`config.mk`:
```
export PLATFORM = sky130hd
export DESIGN_NAME = rr_mux_n
export DESIGN_NICKNAME = d
export VERILOG_FILES = /design/src/rtl/rr_mux_n.sv
export SDC_FILE = /design/constraint.sdc
export NUM_CORES = 1
export LEC_CHECK = 0
export BUFFER_PORTS_ARGS = -buffer_cell sky130_fd_sc_hd__buf_2
export CAP_MARGIN = 0
export CELL_PAD_IN_SITES_DETAIL_PLACEMENT = 2
export CELL_PAD_IN_SITES_GLOBAL_PLACEMENT = 2
export CORE_MARGIN = 8
export CORE_UTILIZATION = 27
export CTS_CLUSTER_SIZE = 40
export DETAILED_ROUTE_END_ITERATION = 10
export GPL_TIMING_DRIVEN = 0
export PLACE_DENSITY = 0.81
export SKIP_LAST_GASP = 1
export SYNTH_ARGS = -nofsm -noshare
export SYNTH_HDL_FRONTEND = slang
export SYNTH_SLANG_ARGS = --single-unit
```
`constraint.sdc`:
```
create_clock -name clk -period 5.7 [get_ports clk]
set_input_delay 0.855 -clock clk [delete_from_list [all_inputs] [get_ports clk]]
set_output_delay 0.855 -clock clk [all_outputs]
set_load 0.1 [all_outputs]
```
`src/rtl/rr_mux_n.sv`:
```
// rr_mux_n: registered N-channel WIDTH-bit selector with valid/ready and round-robin arbitration.
// Define RR_MUX_BURST_LOCK_EN to add in_last and hold the mode=1 grant on one channel until end of burst.

module rr_mux_n_lane #(
  parameter int SEL_W = 2,
  parameter int IDX   = 0
) (
  input  logic             valid,
  input  logic             mode,
  input  logic [SEL_W-1:0] sel,
  input  logic             sel_ok,
  input  logic             lock_act,
  input  logic [SEL_W-1:0] lock_chan,
  input  logic             grant_any,
  input  logic [SEL_W-1:0] grant_idx,
  input  logic             ready_en,
  output logic             elig,
  output logic             ready
);
  localparam logic [SEL_W-1:0] ME = SEL_W'(IDX);

  logic pick;

  always_comb begin
    pick = 1'b0;
    if (mode) pick = ~lock_act | (lock_chan == ME);
    else      pick = sel_ok & (sel == ME);
  end

  assign elig  = valid & pick;
  assign ready = ready_en & grant_any & (grant_idx == ME);
endmodule

module rr_mux_n #(
  parameter  int WIDTH = 16,
  parameter  int N     = 4,
  localparam int SEL_W = (N > 1) ? $clog2(N) : 1
) (
  input  logic                 clk,
  input  logic                 rst,
  input  logic [N*WIDTH-1:0]   in_data,
  input  logic [N-1:0]         in_valid,
`ifdef RR_MUX_BURST_LOCK_EN
  input  logic [N-1:0]         in_last,
`endif
  output logic [N-1:0]         in_ready,
  input  logic                 mode,
  input  logic [SEL_W-1:0]     sel,
  output logic [WIDTH-1:0]     out_data,
  output logic                 out_valid,
  input  logic                 out_ready,
  output logic [SEL_W-1:0]     out_chan
);
  logic [N-1:0][WIDTH-1:0] din;
  assign din = in_data;

  logic [WIDTH-1:0] out_data_q, out_data_d;
  logic [SEL_W-1:0] out_chan_q, out_chan_d;
  logic             out_valid_q, out_valid_d;
  logic [SEL_W-1:0] last_grant_q, last_grant_d;
  logic             lock_act;
  logic [SEL_W-1:0] lock_chan;
  logic             sel_ok, load_ok, grant_any, xfer, ready_en;
  logic [SEL_W-1:0] grant_idx;
  logic [N-1:0]     elig;

  assign load_ok  = ~out_valid_q | out_ready;
  // Reset also masks the grant so in_ready reads zero while rst is held.
  assign ready_en = load_ok & ~rst;
  assign xfer     = grant_any & load_ok;

  if ((1 << SEL_W) > N) begin : g_sel_chk
    assign sel_ok = ({1'b0, sel} < (SEL_W+1)'(N));
  end else begin : g_sel_all
    assign sel_ok = 1'b1;
  end

  for (genvar k = 0; k < N; k++) begin : g_lane
    rr_mux_n_lane #(.SEL_W(SEL_W), .IDX(k)) u_lane (
      .valid     (in_valid[k]),
      .mode      (mode),
      .sel       (sel),
      .sel_ok    (sel_ok),
      .lock_act  (lock_act),
      .lock_chan (lock_chan),
      .grant_any (grant_any),
      .grant_idx (grant_idx),
      .ready_en  (ready_en),
      .elig      (elig[k]),
      .ready     (in_ready[k])
    );
  end

  // Scan starts just after the last grant and wraps, so the previous winner goes last.
  always_comb begin
    logic [SEL_W:0] scan;
    grant_any = 1'b0;
    grant_idx = '0;
    scan      = '0;
    for (int i = 1; i <= N; i++) begin
      scan = {1'b0, last_grant_q} + (SEL_W+1)'(i);
      if (scan >= (SEL_W+1)'(N)) scan = scan - (SEL_W+1)'(N);
      if (!grant_any && elig[scan[SEL_W-1:0]]) begin
        grant_any = 1'b1;
        grant_idx = scan[SEL_W-1:0];
      end
    end
  end

  always_comb begin
    out_data_d   = out_data_q;
    out_chan_d   = out_chan_q;
    out_valid_d  = out_valid_q;
    last_grant_d = last_grant_q;
    if (xfer) begin
      out_data_d  = din[grant_idx];
      out_chan_d  = grant_idx;
      out_valid_d = 1'b1;
      // Fixed-select traffic leaves the round-robin pointer alone.
      if (mode) last_grant_d = grant_idx;
    end else if (out_ready) begin
      out_valid_d = 1'b0;
    end
  end

  always_ff @(posedge clk or posedge rst) begin
    if (rst) begin
      out_data_q   <= '0;
      out_chan_q   <= '0;
      out_valid_q  <= 1'b0;
      last_grant_q <= SEL_W'(N-1);
    end else begin
      out_data_q   <= out_data_d;
      out_chan_q   <= out_chan_d;
      out_valid_q  <= out_valid_d;
      last_grant_q <= last_grant_d;
    end
  end

`ifdef RR_MUX_BURST_LOCK_EN
  logic             lock_q, lock_d;
  logic [SEL_W-1:0] lock_chan_q, lock_chan_d;

  always_comb begin
    lock_d      = lock_q;
    lock_chan_d = lock_chan_q;
    if (!mode) begin
      lock_d = 1'b0;
    end else if (xfer) begin
      lock_d      = ~in_last[grant_idx];
      lock_chan_d = grant_idx;
    end
  end

  always_ff @(posedge clk or posedge rst) begin
    if (rst) begin
      lock_q      <= 1'b0;
      lock_chan_q <= '0;
    end else begin
      lock_q      <= lock_d;
      lock_chan_q <= lock_chan_d;
    end
  end

  assign lock_act  = lock_q;
  assign lock_chan = lock_chan_q;
`else
  assign lock_act  = 1'b0;
  assign lock_chan = '0;
`endif

  assign out_data  = out_data_q;
  assign out_valid = out_valid_q;
  assign out_chan  = out_chan_q;

  a_ready_onehot: assert property (@(posedge clk) disable iff (rst) $onehot0(in_ready));
endmodule

```
==> impl_results.md <==
- Status: complete, no violations
- Fin area: approximately 0.0021 mm²
- PostCTS Resize Cnt: 0
- Number of enable flip-flop cells after synthesis: 0
- Die height: 90.70 µm
- CTS hold repair buffers: 0
- Top cell by count, worst path: buf_2
- Comb pwr share: 0.695
- CTS tree: yes
- # diodes: 0
- Synth top area share: 0.3156
- Dpl cell area: slightly above 0.002 mm²
- CTS sink count: 21
- Final Wtd Congestion: ~0.75
- Min Tclk post-route: around 4000 ps
- Max rail drop VDD: approximately 0.2 mV
- Cell count after synthesis: between 100 and 150
- Core area: 0.005439 mm²
- Chip Width: 90.70 µm
- Post-DRT Antenna Nets: 0
- Clk network pwr share: 0.086
- Setup Skew: ~1.7 ps
- Synth warnings: 0
- Net Sw Frac: 0.5740
- PortBufs: 96
- Area contributors post-synth: dfrtp_1 (32%), mux4_2 (24%), mux2_4 (10%)
- Sequential power share: 0.219
- LEAKAGE: between 0.001 and 0.0015 µW
- Largest net degree at the start of global routing: 24
- Share of layout cells above drive strength 1: 0.6952
- Syn_nets: 184
- Wire length per cell: approximately 18 µm
- Count of final setup violators: 0
- Antenna violations before repair: 0
- Worst setup SP type: input port
- Hold WC Path Type: register to register
- CTS Buffer Depth: 2
- First DRT Iteration DRCs: 22
- Psw: between 600 and 700 µW
- Worst slew pin tran: ~870 ps
- # rows: 27
- CTS Root Cell: clkbuf_8
- DRC: 0
- Synth-to-layout area growth: 40.86%
- Synth cell count leaders: dfrtp_1 (19), mux4_2 (16), mux2_4 (10)
- Worst Path Required: about 4900 ps
- Period utilization: 0.6977
- Dominant synthesized flop cell: dfrtp_1
- Synthesized flop and latch total: 21
- Crit path kind: input port to output pin
- Die area: about 0.0082 mm²
- Fin Setup TNS: 0 ps
- CP Max Fanout: 10
- Drt pass-1 iters: 2
- Fmax: roughly 250 MHz
- Routed via count: between 1000 and 1500
- GRT Overall Usage: 0.1241
- CTS buffer count: 3
- Max transition margin: 0.4227
- Crit-path cells: buf_2 -> mux2i_1 -> o21ai_1 -> a221o_1 -> and2_1 -> buf_2 -> clkbuf_1 -> nor4bb_1 -> buf_4 -> buf_2
- Dpl hpwl: about 4400 µm
- Final net count: between 200 and 300
- CP Capture Type: output pin
- Postcts setup bufs: 0
- Endpoints failing hold: 0
- Async set or reset register ratio after synthesis: 1.000
- Max Cap Violations: 0
- Post-synthesis cell type count: 34
- Gr ovfl total: 0
- Synthesized area per cell: 13.69 µm²
- Critical Path AT: around 3100 ps
- Top-Level Pins: 97
- Number of global-route vias before repair: approximately 1600
- Sequential fraction of the synthesis area: 0.3505
- Htree depth: 1
- Cell Int Power: between 400 and 500 µW
- Leading area contributor after synthesis: dfrtp_1
- Synth Cell Area: 0.001506 mm²
- Clk_lat worst skew: about 250 ps
- Most frequent cell after synthesis: dfrtp_1
- Initial Utilization: 0.2770
- PwrDens: around 530 mW/mm²
- Slowest stage delay, CP: 410 ps
- Max-slew violations: 0
- CP max-delay cell: buf_2
- First-pass GRT wire length: ~8300 µm
- Final wirelength: about 5100 µm
- Setup repair after global routing missed its margin: false
- Clock slew at reported path FFs: 80 ps
- Fillers: ~600
- Post-DR vias/cell: roughly 4.8
[through the flow]
stage | cells | setup slack [ps] | hold WS [ps] | util | power, µW
floorplan | 110 | 2389 | 501.6 | - | 895.7
global placement | 278 | 1733 | 463.5 | 0.3819 | 1026
detailed placement | 278 | 1728 | 488.2 | 0.3819 | 1043
CTS | 282 | 1708 | 506.2 | 0.3902 | 1143
global route | 282 | 1447 | 518.4 | 0.3902 | 1179
finish | 282 | 1723 | 499.3 | 0.3902 | 1125
[cell families after synthesis]
kind of cell,Yosys count,synth area share
AND/OR/NAND/NOR,19,0.07392
flip-flops,21,0.3505
AO/OA/AOI/OAI,19,0.09137
multiplexers,37,0.4186
buffers and inverters,14,0.06561
[placed cells by master (no fill, tap or decap), types with 2 or more instances in the layout]
cell type / instances
nand2_1: 3
inv_1: 2
mux2i_1: 3
o21ai_1: 3
buf_6: 2
a21oi_1: 5
dfstp_2: 2
nor2_1: 3
mux4_2: 16
clkbuf_8: 3
buf_2: 100
nand2b_1: 7
mux2_1: 2
buf_4: 4
dfrtp_1: 19
o21ai_0: 2
mux2_4: 10
mux2_2: 6
clkbuf_1: 2
[state kept, by name, indices dropped and copies added (netlist names)]
name          count
last_grant_q      2
out_data         16
out_valid         1
out_chan          2
[final timing paths]
path,startpoint,end,slack (ps),cells after the start
setup / recovery,sel[1],in_ready[0],1720,10
hold / removal,out_chan[1],out_chan[1],500,1
setup reg to reg,last_grant_q[0],out_data[13],3460,6
hold reg to reg,out_chan[1],out_chan[1],500,1
max in group asynchronous,rst,out_valid,4380,2
min in group asynchronous,rst,out_chan[0],790,2
[worst max-delay path: cells and delay by family]
| family | cells | cell delay [ps] |
|---|---|---|
| compound gates | 2 | 420 |
| buf+inv | 5 | 1280 |
| mux | 1 | 120 |
| simple gates | 2 | 450 |
[power by group through the flow]
stage | registers [µW] | clock network [µW] | logic, µW
after global routing | 256 | 106 | 816
after floorplan | 649 | 0 | 247
final | 246 | 97.3 | 782
after CTS | 249 | 101 | 793
after detailed placement | 249 | 0 | 793
after global placement | 246 | 0 | 780
[area by class of cell]
cell class / count / area [µm²] / share of cell area
tap: 72 / 90.09 / 0.04245
sequential: 21 / 528.0 / 0.2488
multi-input combinational: 75 / 879.6 / 0.4145
clock buffer: 4 / 45.04 / 0.02123
timing repair buffer: 96 / 480.5 / 0.2264
inverter: 2 / 7.507 / 0.003538
buffer: 12 / 91.34 / 0.04304
[metal layers]
metal / GRT usage / wire [µm] / share of wire
met5: 0 / 0 / 0
met4: 0.01248 / 12 / 0.0024
met2: 0.2266 / 2617 / 0.52
met3: 0.07232 / 620 / 0.12
met1: 0.1211 / 1818 / 0.36
(Power assumes the default switching activity.)
